### src/rtl/flash_boot_loader_pkg.sv
// -----------------------------------------------------------------------------
// flash_boot_pkg
// Shared definitions for the flash boot loader:
//   - state_t         : copy FSM state enumeration
//   - FLASH_DAT_OFS   : offset of the flash slave data register
//   - FLASH_ADR_OFS   : offset of the flash slave byte-address register
//   - TIMEOUT_DEFAULT : default bus watchdog limit in cycles
//   - bus_req_t       : the address/data/strobe/direction set of one bus cycle
//   - is_bus_state()  : true for the states that run a Wishbone cycle
// -----------------------------------------------------------------------------
package flash_boot_pkg;

    typedef enum logic [2:0] {
        IDLE    = 3'd0,
        SET_ADR = 3'd1,
        RD_DAT  = 3'd2,
        WR_RAM  = 3'd3,
        DONE    = 3'd4,
        ERR     = 3'd5
    } state_t;

    localparam logic [31:0] FLASH_DAT_OFS   = 32'h0000_0000;
    localparam logic [31:0] FLASH_ADR_OFS   = 32'h0000_0004;
    localparam int          TIMEOUT_DEFAULT = 255;

    typedef struct packed {
        logic [31:0] adr;
        logic [31:0] dat;
        logic [3:0]  sel;
        logic        we;
    } bus_req_t;

    function automatic logic is_bus_state(input state_t s);
        return (s == SET_ADR) || (s == RD_DAT) || (s == WR_RAM);
    endfunction

endpackage

### src/rtl/flash_boot_loader_if.sv
// -----------------------------------------------------------------------------
// flash_boot_loader_if
// Wishbone classic bus between the boot loader (master) and the flash/RAM
// fabric (slave).
//   adr_o[31:0], dat_o[31:0], sel_o[3:0], we_o, cyc_o, stb_o : master -> slave
//   dat_i[31:0], ack_i, err_i, rty_i                         : slave  -> master
// -----------------------------------------------------------------------------
interface flash_boot_loader_if;

    logic [31:0] adr_o;
    logic [31:0] dat_o;
    logic [3:0]  sel_o;
    logic        we_o;
    logic        cyc_o;
    logic        stb_o;
    logic [31:0] dat_i;
    logic        ack_i;
    logic        err_i;
    logic        rty_i;

    modport master (
        output adr_o, dat_o, sel_o, we_o, cyc_o, stb_o,
        input  dat_i, ack_i, err_i, rty_i
    );

    modport slave (
        input  adr_o, dat_o, sel_o, we_o, cyc_o, stb_o,
        output dat_i, ack_i, err_i, rty_i
    );

endinterface

### src/rtl/flash_boot_loader_watchdog.sv
// -----------------------------------------------------------------------------
// bus_watchdog
// Counts cycles in which a bus cycle is outstanding and flags expiry on the
// TIMEOUT-th such cycle, so the strobe is held for exactly TIMEOUT cycles.
//   clk_bus : clock (rising edge)
//   rst_bus : asynchronous active-low reset
//   clear   : restart the count (held while no cycle is outstanding)
//   active  : a bus cycle is outstanding this cycle
//   expired : combinational, high in the TIMEOUT-th active cycle
// -----------------------------------------------------------------------------
module bus_watchdog
    import flash_boot_pkg::*;
#(
    parameter int TIMEOUT = TIMEOUT_DEFAULT
) (
    input  logic clk_bus,
    input  logic rst_bus,
    input  logic clear,
    input  logic active,
    output logic expired
);

    localparam int CW = $clog2(TIMEOUT + 1);

    logic [CW-1:0] count_reg;

    always_ff @(posedge clk_bus or negedge rst_bus) begin
        if (!rst_bus) begin
            count_reg <= '0;
        end else if (clear) begin
            count_reg <= '0;
        end else if (active && !expired) begin
            count_reg <= count_reg + CW'(1);
        end
    end

    // The count equals the number of active cycles already elapsed, so the
    // TIMEOUT-th active cycle sees TIMEOUT-1.
    assign expired = active && (count_reg == CW'(TIMEOUT - 1));

endmodule

### src/rtl/flash_boot_loader.sv
// -----------------------------------------------------------------------------
// flash_boot_loader
// Copies word_count 32-bit words from a byte-wide flash slave into RAM over a
// Wishbone classic master. Every flash byte costs two bus cycles: a write of
// the byte pointer to the flash address register, then a read of the data
// register. Four bytes are assembled little-endian and written to RAM.
//
// Ports
//   clk_bus     : clock (rising edge)
//   rst_bus     : asynchronous active-low reset
//   start       : one-cycle copy request, accepted only when idle
//   src_addr    : flash byte address of the first byte (23 bits)
//   dst_addr    : RAM byte address of the first word
//   word_count  : number of words to copy (0 completes immediately)
//   busy        : high in every state but IDLE
//   done        : one-cycle pulse at the end of a copy (success or error)
//   error       : sticky error flag, cleared by the next accepted start
//   words_done  : number of words written to RAM so far
//   wb          : Wishbone master
// -----------------------------------------------------------------------------
module flash_boot_loader
    import flash_boot_pkg::*;
#(
    parameter logic [31:0] FLASH_BASE = 32'h1000_0000,
    parameter int          TIMEOUT    = TIMEOUT_DEFAULT
) (
    input  logic        clk_bus,
    input  logic        rst_bus,
    input  logic        start,
    input  logic [22:0] src_addr,
    input  logic [31:0] dst_addr,
    input  logic [15:0] word_count,
    output logic        busy,
    output logic        done,
    output logic        error,
    output logic [15:0] words_done,
    flash_boot_loader_if.master wb
);

    state_t      state_reg, state_next, target;
    logic        gap_reg, gap_next;
    bus_req_t    req_reg, req_next;
    logic [22:0] byte_ptr_reg, byte_ptr_next;
    logic [31:0] dst_ptr_reg, dst_ptr_next;
    logic [15:0] words_done_reg, words_done_next;
    logic [15:0] word_count_reg, word_count_next;
    logic        error_reg, error_next;

    logic        bus_active;
    logic        wd_expired;
    logic        start_accept;
    logic        capture;
    logic [31:0] word_asm;

    // A bus state runs its cycle until a response is sampled, then spends one
    // more cycle in the same state with the strobe low (gap_reg). That keeps
    // the strobe asserted from state entry and guarantees an idle cycle
    // between consecutive bus cycles.
    assign bus_active   = is_bus_state(state_reg) && !gap_reg;
    assign start_accept = (state_reg == IDLE) && start;
    assign capture      = (state_reg == RD_DAT) && bus_active && wb.ack_i
                          && !wb.err_i && !wb.rty_i;

    // Address, data, lanes and direction for the cycle run in state s.
    function automatic bus_req_t make_req(input state_t      s,
                                          input logic [22:0] bp,
                                          input logic [31:0] dp,
                                          input logic [31:0] w);
        bus_req_t r;
        r = '0;
        case (s)
            SET_ADR: begin
                r.adr = FLASH_BASE + FLASH_ADR_OFS;
                r.dat = {9'b0, bp};
                r.sel = 4'hF;
                r.we  = 1'b1;
            end
            RD_DAT: begin
                r.adr = FLASH_BASE + FLASH_DAT_OFS;
                r.sel = 4'hF;
                r.we  = 1'b0;
            end
            WR_RAM: begin
                r.adr = dp;
                r.dat = w;
                r.sel = 4'hF;
                r.we  = 1'b1;
            end
            default: r = '0;
        endcase
        return r;
    endfunction

    // Byte assembly: lane k is loaded when the byte with pointer[1:0]==k is
    // read, and all lanes clear when a new copy starts.
    genvar gi;
    generate
        for (gi = 0; gi < 4; gi++) begin : g_lane
            logic [7:0] lane_reg;
            always_ff @(posedge clk_bus or negedge rst_bus) begin
                if (!rst_bus) begin
                    lane_reg <= '0;
                end else if (start_accept) begin
                    lane_reg <= '0;
                end else if (capture && (byte_ptr_reg[1:0] == 2'(gi))) begin
                    lane_reg <= wb.dat_i[7:0];
                end
            end
            assign word_asm[8*gi +: 8] = lane_reg;
        end
    endgenerate

    // Counter is held at zero whenever no cycle is outstanding, so each new
    // bus cycle starts counting from zero.
    bus_watchdog #(
        .TIMEOUT (TIMEOUT)
    ) u_watchdog (
        .clk_bus (clk_bus),
        .rst_bus (rst_bus),
        .clear   (!bus_active),
        .active  (bus_active),
        .expired (wd_expired)
    );

    always_ff @(posedge clk_bus or negedge rst_bus) begin
        if (!rst_bus) begin
            state_reg      <= IDLE;
            gap_reg        <= 1'b0;
            req_reg        <= '0;
            byte_ptr_reg   <= '0;
            dst_ptr_reg    <= '0;
            words_done_reg <= '0;
            word_count_reg <= '0;
            error_reg      <= 1'b0;
        end else begin
            state_reg      <= state_next;
            gap_reg        <= gap_next;
            req_reg        <= req_next;
            byte_ptr_reg   <= byte_ptr_next;
            dst_ptr_reg    <= dst_ptr_next;
            words_done_reg <= words_done_next;
            word_count_reg <= word_count_next;
            error_reg      <= error_next;
        end
    end

    always_comb begin
        state_next      = state_reg;
        target          = state_reg;
        gap_next        = gap_reg;
        req_next        = req_reg;
        byte_ptr_next   = byte_ptr_reg;
        dst_ptr_next    = dst_ptr_reg;
        words_done_next = words_done_reg;
        word_count_next = word_count_reg;
        error_next      = error_reg;

        case (state_reg)
            IDLE: begin
                if (start) begin
                    byte_ptr_next   = src_addr;
                    dst_ptr_next    = dst_addr;
                    word_count_next = word_count;
                    words_done_next = '0;
                    error_next      = 1'b0;
                    gap_next        = 1'b0;
                    if (word_count == 16'd0) begin
                        state_next = DONE;
                        req_next   = '0;
                    end else begin
                        state_next = SET_ADR;
                        req_next   = make_req(SET_ADR, src_addr, dst_addr, 32'd0);
                    end
                end
            end

            SET_ADR, RD_DAT, WR_RAM: begin
                if (!gap_reg) begin
                    // err/rty win over a simultaneous ack; ack wins over a
                    // watchdog expiry landing in the same cycle.
                    if (wb.err_i || wb.rty_i || (!wb.ack_i && wd_expired)) begin
                        state_next = ERR;
                        error_next = 1'b1;
                        req_next   = '0;
                    end else if (wb.ack_i) begin
                        gap_next = 1'b1;
                        if (state_reg == RD_DAT) begin
                            byte_ptr_next = byte_ptr_reg + 23'd1;
                        end else if (state_reg == WR_RAM) begin
                            dst_ptr_next    = dst_ptr_reg + 32'd4;
                            words_done_next = words_done_reg + 16'd1;
                        end
                    end
                end else begin
                    // Pointers and counters were already advanced on the ack,
                    // so the decision uses their updated values.
                    gap_next = 1'b0;
                    if (state_reg == SET_ADR) begin
                        target = RD_DAT;
                    end else if (state_reg == RD_DAT) begin
                        target = (byte_ptr_reg[1:0] == 2'd0) ? WR_RAM : SET_ADR;
                    end else begin
                        target = (words_done_reg == word_count_reg) ? DONE : SET_ADR;
                    end
                    state_next = target;
                    req_next   = make_req(target, byte_ptr_reg, dst_ptr_reg, word_asm);
                end
            end

            DONE, ERR: begin
                state_next = IDLE;
            end

            default: begin
                state_next = IDLE;
            end
        endcase
    end

    assign wb.cyc_o   = bus_active;
    assign wb.stb_o   = bus_active;
    assign wb.adr_o   = req_reg.adr;
    assign wb.dat_o   = req_reg.dat;
    assign wb.sel_o   = req_reg.sel;
    assign wb.we_o    = req_reg.we;

    assign busy       = (state_reg != IDLE);
    assign done       = (state_reg == DONE) || (state_reg == ERR);
    assign error      = error_reg;
    assign words_done = words_done_reg;

endmodule

### src/flat_wrapper.sv
// flat-port wrapper written by rule: the top's interface ports become plain ports
module flash_boot_loader_flat import flash_boot_pkg::*;
#(
    parameter logic [31:0] FLASH_BASE = 32'h1000_0000,
    parameter int          TIMEOUT    = TIMEOUT_DEFAULT
)
  (clk_bus, rst_bus, start, src_addr, dst_addr, word_count, busy, done, error, words_done, wb_adr_o, wb_dat_o, wb_sel_o, wb_we_o, wb_cyc_o, wb_stb_o, wb_dat_i, wb_ack_i, wb_err_i, wb_rty_i);
  flash_boot_loader_if wb_i ();
  input  logic clk_bus;
  input  logic rst_bus;
  input  logic start;
  input  logic [22:0] src_addr;
  input  logic [31:0] dst_addr;
  input  logic [15:0] word_count;
  output logic busy;
  output logic done;
  output logic error;
  output logic [15:0] words_done;
  output wire logic [$bits(wb_i.adr_o)-1:0] wb_adr_o;
  output wire logic [$bits(wb_i.dat_o)-1:0] wb_dat_o;
  output wire logic [$bits(wb_i.sel_o)-1:0] wb_sel_o;
  output wire logic [$bits(wb_i.we_o)-1:0] wb_we_o;
  output wire logic [$bits(wb_i.cyc_o)-1:0] wb_cyc_o;
  output wire logic [$bits(wb_i.stb_o)-1:0] wb_stb_o;
  input wire logic [$bits(wb_i.dat_i)-1:0] wb_dat_i;
  input wire logic [$bits(wb_i.ack_i)-1:0] wb_ack_i;
  input wire logic [$bits(wb_i.err_i)-1:0] wb_err_i;
  input wire logic [$bits(wb_i.rty_i)-1:0] wb_rty_i;
  assign wb_adr_o = wb_i.adr_o;
  assign wb_dat_o = wb_i.dat_o;
  assign wb_sel_o = wb_i.sel_o;
  assign wb_we_o = wb_i.we_o;
  assign wb_cyc_o = wb_i.cyc_o;
  assign wb_stb_o = wb_i.stb_o;
  assign wb_i.dat_i = wb_dat_i;
  assign wb_i.ack_i = wb_ack_i;
  assign wb_i.err_i = wb_err_i;
  assign wb_i.rty_i = wb_rty_i;
  flash_boot_loader #(.FLASH_BASE(FLASH_BASE), .TIMEOUT(TIMEOUT)) u_core (.clk_bus(clk_bus), .rst_bus(rst_bus), .start(start), .src_addr(src_addr), .dst_addr(dst_addr), .word_count(word_count), .busy(busy), .done(done), .error(error), .words_done(words_done), .wb(wb_i));
endmodule
### config.mk
export PLATFORM = sky130hd
export DESIGN_NAME = flash_boot_loader_flat
export DESIGN_NICKNAME = d
export VERILOG_FILES = /design/src/rtl/flash_boot_loader_pkg.sv /design/src/rtl/flash_boot_loader_if.sv /design/src/rtl/flash_boot_loader_watchdog.sv /design/src/rtl/flash_boot_loader.sv /design/src/flat_wrapper.sv
export SDC_FILE = /design/constraint.sdc
export NUM_CORES = 1
export LEC_CHECK = 0
export ABC_AREA = 1
export ABC_CLOCK_PERIOD_IN_PS = 2700
export CORE_MARGIN = 5
export CORE_UTILIZATION = 45
export CTS_BUF_LIST = sky130_fd_sc_hd__clkbuf_8
export DETAILED_ROUTE_END_ITERATION = 16
export HOLD_SLACK_MARGIN = 0.1
export PLACE_DENSITY = 0.81
export SYNTH_ARGS = -nofsm -noshare
export SYNTH_HDL_FRONTEND = slang
export SYNTH_SLANG_ARGS = --single-unit
### constraint.sdc
create_clock -name clk_bus -period 2.7 [get_ports clk_bus]
set_input_delay 0.54 -clock clk_bus [delete_from_list [all_inputs] [get_ports clk_bus]]
set_output_delay 0.54 -clock clk_bus [all_outputs]
set_load 0.005 [all_outputs]
==> impl_results.md <==
- Largest net degree at the start of global routing: 67
- Yosys reg bits: 198
- DR pass1 iterations: 5
- Tmin final: 2.52 ns
- Syn nets: 1640
- Average routed wire per standard cell: 15.6 um
- Final Hold Vio Count: 0
- Total CTS buffers: 17
- Clk sink count: 198
- Clk buf depth: 2
- Hpwl dp: 23.1 mm
- Worst-margin pin slew: 0.586 ns
- H-tree levels: 4
- CP max stage delay: 0.55 ns
- Vias: 10391
- Final setup fails: 0
- Routed Antenna Nets: 0
- Worst Path Required: 2.16 ns
- Worst setup SP type: register
- Share of post-route cells with drive strength above 1: 0.0569
- Fin. max-slew vios: 0
- Yosys cell types: 45
- CP max FO: 10
- Synthesized cell area: 11100 um^2
- First-pass GRT wire length: 51.5 mm
- Clock Skew: 0.0261 ns
- Post-route cell area: 13600 um^2
- Io pins: 199
- GP Congestion: 0.956
- Core Area: 24300 um^2
- Tcrit/Tclk final: 0.932
- CP arrival: 1.98 ns
- CP max stage cell: clkdlybuf4s50_1
- Async set-reset flop share out of synthesis: 1.00
- DIE HEIGHT: 167 um
- Area growth from synthesis to layout: 22.4%
- Initial Util: 0.457
- Max IR drop VDD: 0.468 mV
- Inserted Diodes: 0
- Clock transition at path regs: 0.12 ns
- Sum of negative setup slack: 0 ns
- Status: finished, final reports clean
- Final wirelength: 31.3 mm
- Ys flop type: dfrtp_1
- Achievable frequency: 0.397 GHz
- Hold slack final: 0.485 ns
- Syn Area/Cell: 7.30 um^2
- Vias in the first global route: 10049
- DRT iter0 DRCs: 1018
- Maxcap violations: 0
- Root Buffer: clkbuf_8
- Crit end category: output port
- Final #Nets: 1791
- Initial antenna violation count: 0
- Die area: 28000 um^2
- Post-Route Utilization: 0.559
- Post-synthesis cell count: 1523
- RSZ-0062 raised after global routing: no
- Power Dens Cells: 991 nW/um^2
- Pre-CTS WS: 0.203 ns
- Crit path kind: reg2out
- Crit path buf inv count: 2
- Final WS setup: 0.184 ns
- Total gr overflow: 0
- Detailed-route DRC error count: 0
- Rel. slew slack: 0.610
- Die X: 167 um
- Post-synth EDFFs: 0
- Crit path cell chain: inv_2, nand2_2, nand2_4, nor2_4, clkdlybuf4s50_1
- LEAKAGE: 6.58 nW
- Dpl cell area: 13200 um^2
- Hold Path Class: reg2reg
- Skew-Pair Late Insertion Delay: 0.49 ns
- Total track usage: 0.224
- CP delay by family, top: buffers and inverters
- YS warnings: 0
- Rows: 57
- Vias/cell: 5.17
- Port Buffers: 174
- Post-synthesis sequential area ratio: 0.446
- CTS tree: done
stage by stage:
step / total power [W] / instances
3_3_place_gp: 0.0113 / 1978
6_report: 0.0135 / 2011
4_1_cts: 0.0135 / 2011
3_5_place_dp: 0.0115 / 1978
2_1_floorplan: 0.00919 / 1523
5_1_grt: 0.0146 / 2011
final cells by class:
class	count	area (um^2)
well taps	324	405
repair buffers	202	2050
clock inverters	15	176
clock buffers	17	234
fillers	2245	10700
multi-input cells	1071	5100
flip-flops and latches	198	4950
inverters	184	691
report_power, final:
part	total (W)	leakage (nW)	internal, W	switching, W
logic	0.00638	3.84	0.00256	0.00383
registers	0.00511	2.54	0.00404	0.00107
clock network	0.00198	0.204	0.000787	0.00120
total	0.0135	6.58	0.00738	0.00609
tightest hold or removal path, stage by stage (launching register included):
cell     delay [ns]
dfrtp_1        0.36
nand2_1        0.05
nand2_1        0.05
cells in the mapped netlist (2+ instances only):
| master | number | share of area |
|---|---|---|
| or2_2 | 4 | 0.0023 |
| buf_2 | 31 | 0.014 |
| nor2_1 | 125 | 0.042 |
| clkbuf_1 | 21 | 0.0071 |
| ha_1 | 8 | 0.0090 |
| buf_1 | 3 | 0.0010 |
| nand3_4 | 2 | 0.0032 |
| inv_2 | 6 | 0.0020 |
| buf_6 | 8 | 0.0081 |
| o21ai_0 | 100 | 0.045 |
| o211ai_1 | 5 | 0.0034 |
| nand4_1 | 18 | 0.010 |
| o22ai_1 | 5 | 0.0028 |
| o211ai_2 | 5 | 0.0056 |
| nand2_1 | 482 | 0.16 |
| o21ai_1 | 41 | 0.018 |
| nor2_2 | 6 | 0.0034 |
| nand3_2 | 2 | 0.0018 |
| dfrtp_1 | 198 | 0.45 |
| nor3_1 | 45 | 0.020 |
| xnor2_1 | 12 | 0.0095 |
| o31ai_1 | 20 | 0.014 |
| nand2_2 | 5 | 0.0028 |
| inv_1 | 178 | 0.060 |
| xor2_1 | 32 | 0.025 |
| a21oi_1 | 37 | 0.017 |
| buf_4 | 6 | 0.0041 |
| nand3_1 | 98 | 0.044 |
| nand3b_1 | 4 | 0.0027 |
cell usage in the layout (no fill, tap or decap), types with 37 or more instances in the layout:
master           instances
nand2_1                482
dfrtp_1                198
inv_1                  177
clkdlybuf4s50_1        173
nor2_1                 125
o21ai_0                100
nand3_1                 98
nor3_1                  45
o21ai_1                 41
a21oi_1                 37
cell families (layout without fill, tap and decap cells):
kind of cell / after synthesis / count (layout) / share of synthesized area
simple gates: 798 / 798 / 0.302
buf+inv: 254 / 418 / 0.0968
compound gates: 220 / 220 / 0.111
flops: 198 / 198 / 0.446
xor+xnor: 44 / 44 / 0.0347
fa+ha+maj: 8 / 8 / 0.00900
mux: 1 / 1 / 0.000900
timing repair:
item / in CTS / in global routing
gates resized for setup: 0 / 1
endpoints found under the setup margin: 0 / 2
buffers inserted: 0 / 0
hold buffers: 1 / 0
hold endpoints to repair: 50 / 0
worst paths after layout:
kind                                              startpoint                                        to  slack (ns)  cells after the start
hold / removal               u_core.wb.adr_o[17]$_DFFE_PN0P_           u_core.wb.adr_o[17]$_DFFE_PN0P_        0.49                      2
setup reg to reg           u_core.dst_ptr_reg[2]$_DFFE_PN0P_        u_core.dst_ptr_reg[20]$_DFFE_PN0P_        0.47                     10
max in group asynchronous                            rst_bus  u_core.g_lane[3].lane_reg[5]$_DFFE_PN0P_        1.36                      3
min in group asynchronous                            rst_bus      u_core.word_count_reg[0]$_DFFE_PN0P_        0.60                      2
hold reg to reg              u_core.wb.adr_o[17]$_DFFE_PN0P_           u_core.wb.adr_o[17]$_DFFE_PN0P_        0.49                      2
setup / recovery             u_core.state_reg[1]$_DFFE_PN0P_                                  wb_cyc_o        0.18                      5
metal layers:
metal,routed length [um],global-route usage
met5,0,0
met4,543,0.0656
met3,2260,0.0401
met2,14100,0.348
met1,14400,0.322
Power figures use the tool's default switching activity.
